<file path="src/rtl/scan_code_gen.sv">
// Multiplexed 7-segment scan driver: cycles digit codes 1..NUM_DIGITS with registered segments.
// Optional macro LEADING_ZERO_BLANK_EN blanks leading-zero digits (digit 1 always shown).
module scan_code_gen #(
  parameter int SCAN_DIV       = 50000,
  parameter int NUM_DIGITS     = 6,
  parameter int SEG_ACTIVE_LOW = 1
) (
  input  logic        clk,
  input  logic        rst,
  input  logic        run,
  input  logic        load,
  input  logic [23:0] digits,
  output logic [2:0]  code,
  output logic        en,
  output logic [7:0]  seg,
  output logic        frame_done
);

  localparam int PW = (SCAN_DIV > 2) ? $clog2(SCAN_DIV) : 1;
  localparam logic [0:0]    ST_IDLE   = 1'b0;
  localparam logic [0:0]    ST_SCAN   = 1'b1;
  localparam logic [7:0]    SEG_OFF   = (SEG_ACTIVE_LOW != 0) ? 8'hFF : 8'h00;
  localparam logic [PW-1:0] PRESC_TC  = PW'(SCAN_DIV - 1);
  localparam logic [2:0]    LAST_CODE = 3'(NUM_DIGITS);

  logic [0:0]    state_q, state_d;
  logic [PW-1:0] presc_q, presc_d;
  logic [2:0]    code_q, code_d;
  logic [7:0]    seg_q, seg_d;
  logic          frame_done_q, frame_done_d;
  logic [23:0]   pending_q, pending_d;
  logic [23:0]   active_q, active_d;

  function automatic logic [6:0] hex7(input logic [3:0] v);
    case (v)
      4'h0: hex7 = 7'h3F;  4'h1: hex7 = 7'h06;  4'h2: hex7 = 7'h5B;  4'h3: hex7 = 7'h4F;
      4'h4: hex7 = 7'h66;  4'h5: hex7 = 7'h6D;  4'h6: hex7 = 7'h7D;  4'h7: hex7 = 7'h07;
      4'h8: hex7 = 7'h7F;  4'h9: hex7 = 7'h6F;  4'hA: hex7 = 7'h77;  4'hB: hex7 = 7'h7C;
      4'hC: hex7 = 7'h39;  4'hD: hex7 = 7'h5E;  4'hE: hex7 = 7'h79;  default: hex7 = 7'h71;
    endcase
  endfunction

  function automatic logic [7:0] seg_for(input logic [23:0] dbuf, input logic [2:0] c);
    logic [3:0] nib;
    logic       blank;
    logic [7:0] pat;
    nib   = 4'h0;
    blank = 1'b0;
    for (int k = 1; k <= NUM_DIGITS; k++)
      if (3'(k) == c) nib = dbuf[4*k-4 +: 4];
`ifdef LEADING_ZERO_BLANK_EN
    // Blank when this digit and every more-significant scanned digit are zero.
    if (c >= 3'd2) begin
      blank = 1'b1;
      for (int k = 2; k <= NUM_DIGITS; k++)
        if (3'(k) >= c && dbuf[4*k-4 +: 4] != 4'h0) blank = 1'b0;
    end
`endif
    pat = {1'b0, hex7(nib)};
    if (blank)                    seg_for = SEG_OFF;
    else if (SEG_ACTIVE_LOW != 0) seg_for = ~pat;
    else                          seg_for = pat;
  endfunction

  always_comb begin
    state_d      = state_q;
    presc_d      = presc_q;
    code_d       = code_q;
    seg_d        = seg_q;
    active_d     = active_q;
    frame_done_d = 1'b0;
    pending_d    = load ? digits : pending_q;
    case (state_q)
      ST_IDLE: begin
        if (run) begin
          state_d  = ST_SCAN;
          code_d   = 3'd1;
          presc_d  = '0;
          active_d = pending_d;
          seg_d    = seg_for(active_d, 3'd1);
        end
      end
      default: begin
        if (!run) begin
          state_d = ST_IDLE;
          code_d  = 3'd0;
          presc_d = '0;
          seg_d   = SEG_OFF;
        end else if (presc_q == PRESC_TC) begin
          presc_d = '0;
          if (code_q == LAST_CODE) begin
            // Frame wrap is the only in-scan point where new digits become visible.
            code_d       = 3'd1;
            active_d     = pending_d;
            frame_done_d = 1'b1;
          end else begin
            code_d = code_q + 3'd1;
          end
          seg_d = seg_for(active_d, code_d);
        end else begin
          presc_d = presc_q + PW'(1);
        end
      end
    endcase
  end

  always_ff @(posedge clk) begin
    if (rst) begin
      state_q      <= ST_IDLE;
      presc_q      <= '0;
      code_q       <= 3'd0;
      seg_q        <= SEG_OFF;
      frame_done_q <= 1'b0;
      pending_q    <= '0;
      active_q     <= '0;
    end else begin
      state_q      <= state_d;
      presc_q      <= presc_d;
      code_q       <= code_d;
      seg_q        <= seg_d;
      frame_done_q <= frame_done_d;
      pending_q    <= pending_d;
      active_q     <= active_d;
    end
  end

  assign code       = code_q;
  assign en         = (state_q == ST_SCAN);
  assign seg        = seg_q;
  assign frame_done = frame_done_q;

endmodule

</file>
<file path="config.mk">
export PLATFORM = sky130hd
export DESIGN_NAME = scan_code_gen
export DESIGN_NICKNAME = d
export VERILOG_FILES = /design/src/rtl/scan_code_gen.sv
export SDC_FILE = /design/constraint.sdc
export NUM_CORES = 1
export LEC_CHECK = 0
export ABC_AREA = 1
export CAP_MARGIN = 20
export CORE_MARGIN = 2
export CORE_UTILIZATION = 50
export DETAILED_ROUTE_END_ITERATION = 8
export PLACE_DENSITY = 0.76
export SYNTH_ARGS = -nofsm -noshare
export SYNTH_HDL_FRONTEND = slang
export SYNTH_SLANG_ARGS = --single-unit
export TNS_END_PERCENT = 30
</file>
<file path="constraint.sdc">
create_clock -name clk -period 2.5 [get_ports clk]
set_clock_uncertainty 0.15 [all_clocks]
set_input_delay 0.25 -clock clk [delete_from_list [all_inputs] [get_ports clk]]
set_output_delay 0.25 -clock clk [all_outputs]
set_load 0.005 [all_outputs]
</file>
==> out/metrics.yaml <==
run_status:
  status: "completed"
clock_tree:
  cts_buffer_depth: 2
  clock_latency_ps: 360
  clockRootBuffer: "clkbuf_8"
  cts_max_level: 3
  clk_pin_slew_ps: 80
  cts_made_buffers: 9
  cts.sinks: 76
  cts_tree: "done"
placement:
  placed_cells: 766
  post-dp-hpwl_mm: 8.17
  io_buffer_count: 39
  globalplace.congestion: 0.934
  dp_worst_setup_slack_ps: -292
  dpl-instance-area_mm2: 0.00499
power_and_ir_drop:
  combPwrFrac_pct: 20.4
  pwr-share-seq_pct: 48.2
  p_sw_share_pct: 29.7
  p_per_area_mw_per_mm2: 499
  leakage_nw: 2.24
  intPower_mw: 1.90
  p_sw_uw: 804
  clkPwrFrac_pct: 31.3
  ir_drop_mv: 0.265
  finalPower_mw: 2.70
global_route:
  grt_max_degree: 37
  grt-ovfl-total: 0
  groute.usage.overall_pct: 24.9
  grt_pass1_wl_mm: 19.5
  grt_pass1_vias: 4193
  antenna_found_initial: 0
job:
  maxCapViolations: 0
synthesis:
  seq_area_frac_synth_pct: 35.1
  yosys-top-cells-area: "dfxtp_1, nand2_1, o21ai_0"
  avgSynthCellArea_um2: 7.08
  synth_edf_count: 0
  synth_nets: 655
  ys_seq_elements: 76
  synthFlopType: "dfxtp_1"
  yosys-top-cells-count: "nand2_1, dfxtp_1, nor2_1"
  synth_top_cell_by_area: "dfxtp_1"
  synth.distinct_cells: 45
  ys.warnings.count: 0
  syn_inst: 613
  netlist_area_mm2: 0.00434
  yosysMostFrequentCell: "nand2_1"
  synth_top_cell_area_share_pct: 35.1
  ys_async_sr_fraction_pct: 0
setup_path:
  cp_cell_sequence: "buf_6, nand2_4, nor2_4, or2_1, a31oi_1, nand3b_1, nand2_2, inv_2, ha_1, nand3_2, nand2_1, nand2_1, nand3_1, nand2_1, nand2_1, nand2_1, nand2_1"
  arrival_ps: 2530
  cp_common_cell: "nand2_1"
  cp_top_family: "simple AND/OR/NAND/NOR gates"
  cp-start-kind: "flip-flop"
  critical_path_buf_inv_count: 2
  path_max_fanout: 5
  crit_path_end_kind: "flip-flop"
  crit_type: "flip-flop to flip-flop"
  max_stage_delay_ps: 370
  required_ps: 2600
  cp_slowest_cell: "dfxtp_4"
finish:
  synthToLayoutAreaGrowth_pct: 24.9
  layout-drive-gt1-share_pct: 18.1
  finalNetCount: 727
  layoutNonFillerInstCount: 794
  antenna_cells: 0
  stdcell_area_mm2: 0.00542
routing:
  avgRoutedWirePerCell_um: 15.1
  drc: 0
  vias_per_cell: 5.63
  drt_iter0_drc: 358
  final_antenna_net_count: 0
  via_count: 4468
  drt-pass1-iter-count: 5
  totalWireLength_mm: 12.0
sta:
  fin_crit_sh_pct: 97.1
  slew_violations: 0
  finalWorstSetupSlack_ps: 73.0
  max_freq_mhz: 412
  setup_viol: 0
  hold_ws_ps: 56.4
  final_hold_viol_count: 0
  period_needed_ps: 2430
  worstMarginPinSlew_ps: 568
  slew_headroom_pct: 62.1
floorplan:
  die_w_um: 97.2
  rows: 33
  die_h_um: 97.2
  start_util_pct: 52.3
  core_mm2: 0.00830
  dieArea_mm2: 0.00944
  ios: 41
min_path:
  hold_class: "input port to flip-flop"
-- registers in the layout, indices dropped and copies added (netlist names) --
signal / count
active_q: 24
pending_q: 24
presc_q: 16
seg: 7
code: 3
en: 1
frame_done: 1
-- routing by layer --
layer	vias to the layer above	share of wire, %	GRT usage (%)
li1	2205	-	-
met4	0	1.8	8.23
met5	-	0	0
met3	23	5.4	5.25
met1	2100	43	31.3
met2	140	49	42.5
-- cell type report --
type / instances / area [um2]
tap: 105 / 131
timing repair buffer: 95 / 861
clock buffer: 11 / 141
clock inverter: 4 / 26.3
fill: 723 / 2880
multi-input combinational: 455 / 2540
inverter: 48 / 188
sequential: 76 / 1530
-- power groups by stage --
stage | clock (mW) | combinational (mW) | sequential (mW)
6_report | 0.848 | 0.552 | 1.30
4_1_cts | 0.855 | 0.508 | 1.30
5_1_grt | 0.906 | 0.612 | 1.31
2_1_floorplan | 0 | 0.305 | 1.33
3_5_place_dp | 0 | 0.505 | 1.33
3_3_place_gp | 0 | 0.494 | 1.33
-- stage by stage --
| stage | util (%) | TNS, ps |
|---|---|---|
| 2_1_floorplan | - | 0 |
| 3_3_place_gp | 60.2 | -709 |
| 3_5_place_dp | 60.2 | -1280 |
| 4_1_cts | 62.2 | 0 |
| 5_1_grt | 65.3 | -187 |
| 6_report | 65.3 | 0 |
-- cell families after synthesis --
logic type	Yosys count	synth area share, %
adder cells (fa/ha/maj)	14	4.04
flip-flops	76	35.1
buffers and inverters	82	8.79
XOR/XNOR	1	0.202
AO/OA/AOI/OAI	143	19.5
other	1	0.0864
AND/OR/NAND/NOR	277	27.9
multiplexers	19	4.38
-- path summary, 6_finish.rpt --
check | from | to | slack [ps] | cells after the start
min reg2reg | seg[4] | seg[4] | 340 | 2
min | rst | presc_q[1] | 60 | 2
max reg2reg | code[1] | seg[3] | 70 | 17
max | code[1] | seg[3] | 70 | 17
-- what timing repair did --
| item | in CTS | in global routing |
|---|---|---|
| gates resized for setup | 0 | 40 |
| setup buffers | 0 | 12 |
| hold buffers | 0 | 0 |
| endpoints found under the setup margin | 0 | 6 |
-- cell usage in the layout, fill, tap and decap left out, types with 11 or more instances in the layout --
master / instances
nand2_1: 142
dfxtp_1: 73
nor2_1: 59
buf_4: 49
o21ai_0: 47
inv_1: 38
a21oi_1: 37
clkdlybuf4s50_1: 37
nand3_1: 24
mux2i_1: 17
o211ai_1: 17
nand4_1: 14
nand2_2: 11
ha_1: 11
-- worst register-to-register path: stages (launching register included) --
cell,delay (ps)
dfxtp_4,370
buf_6,140
nand2_4,80
nor2_4,50
or2_1,260
a31oi_1,180
nand3b_1,130
nand2_2,130
inv_2,80
ha_1,220
nand3_2,90
nand2_1,60
nand2_1,60
nand3_1,80
nand2_1,80
nand2_1,50
nand2_1,60
nand2_1,50
No activity file was read; power rests on OpenSTA's default activity.
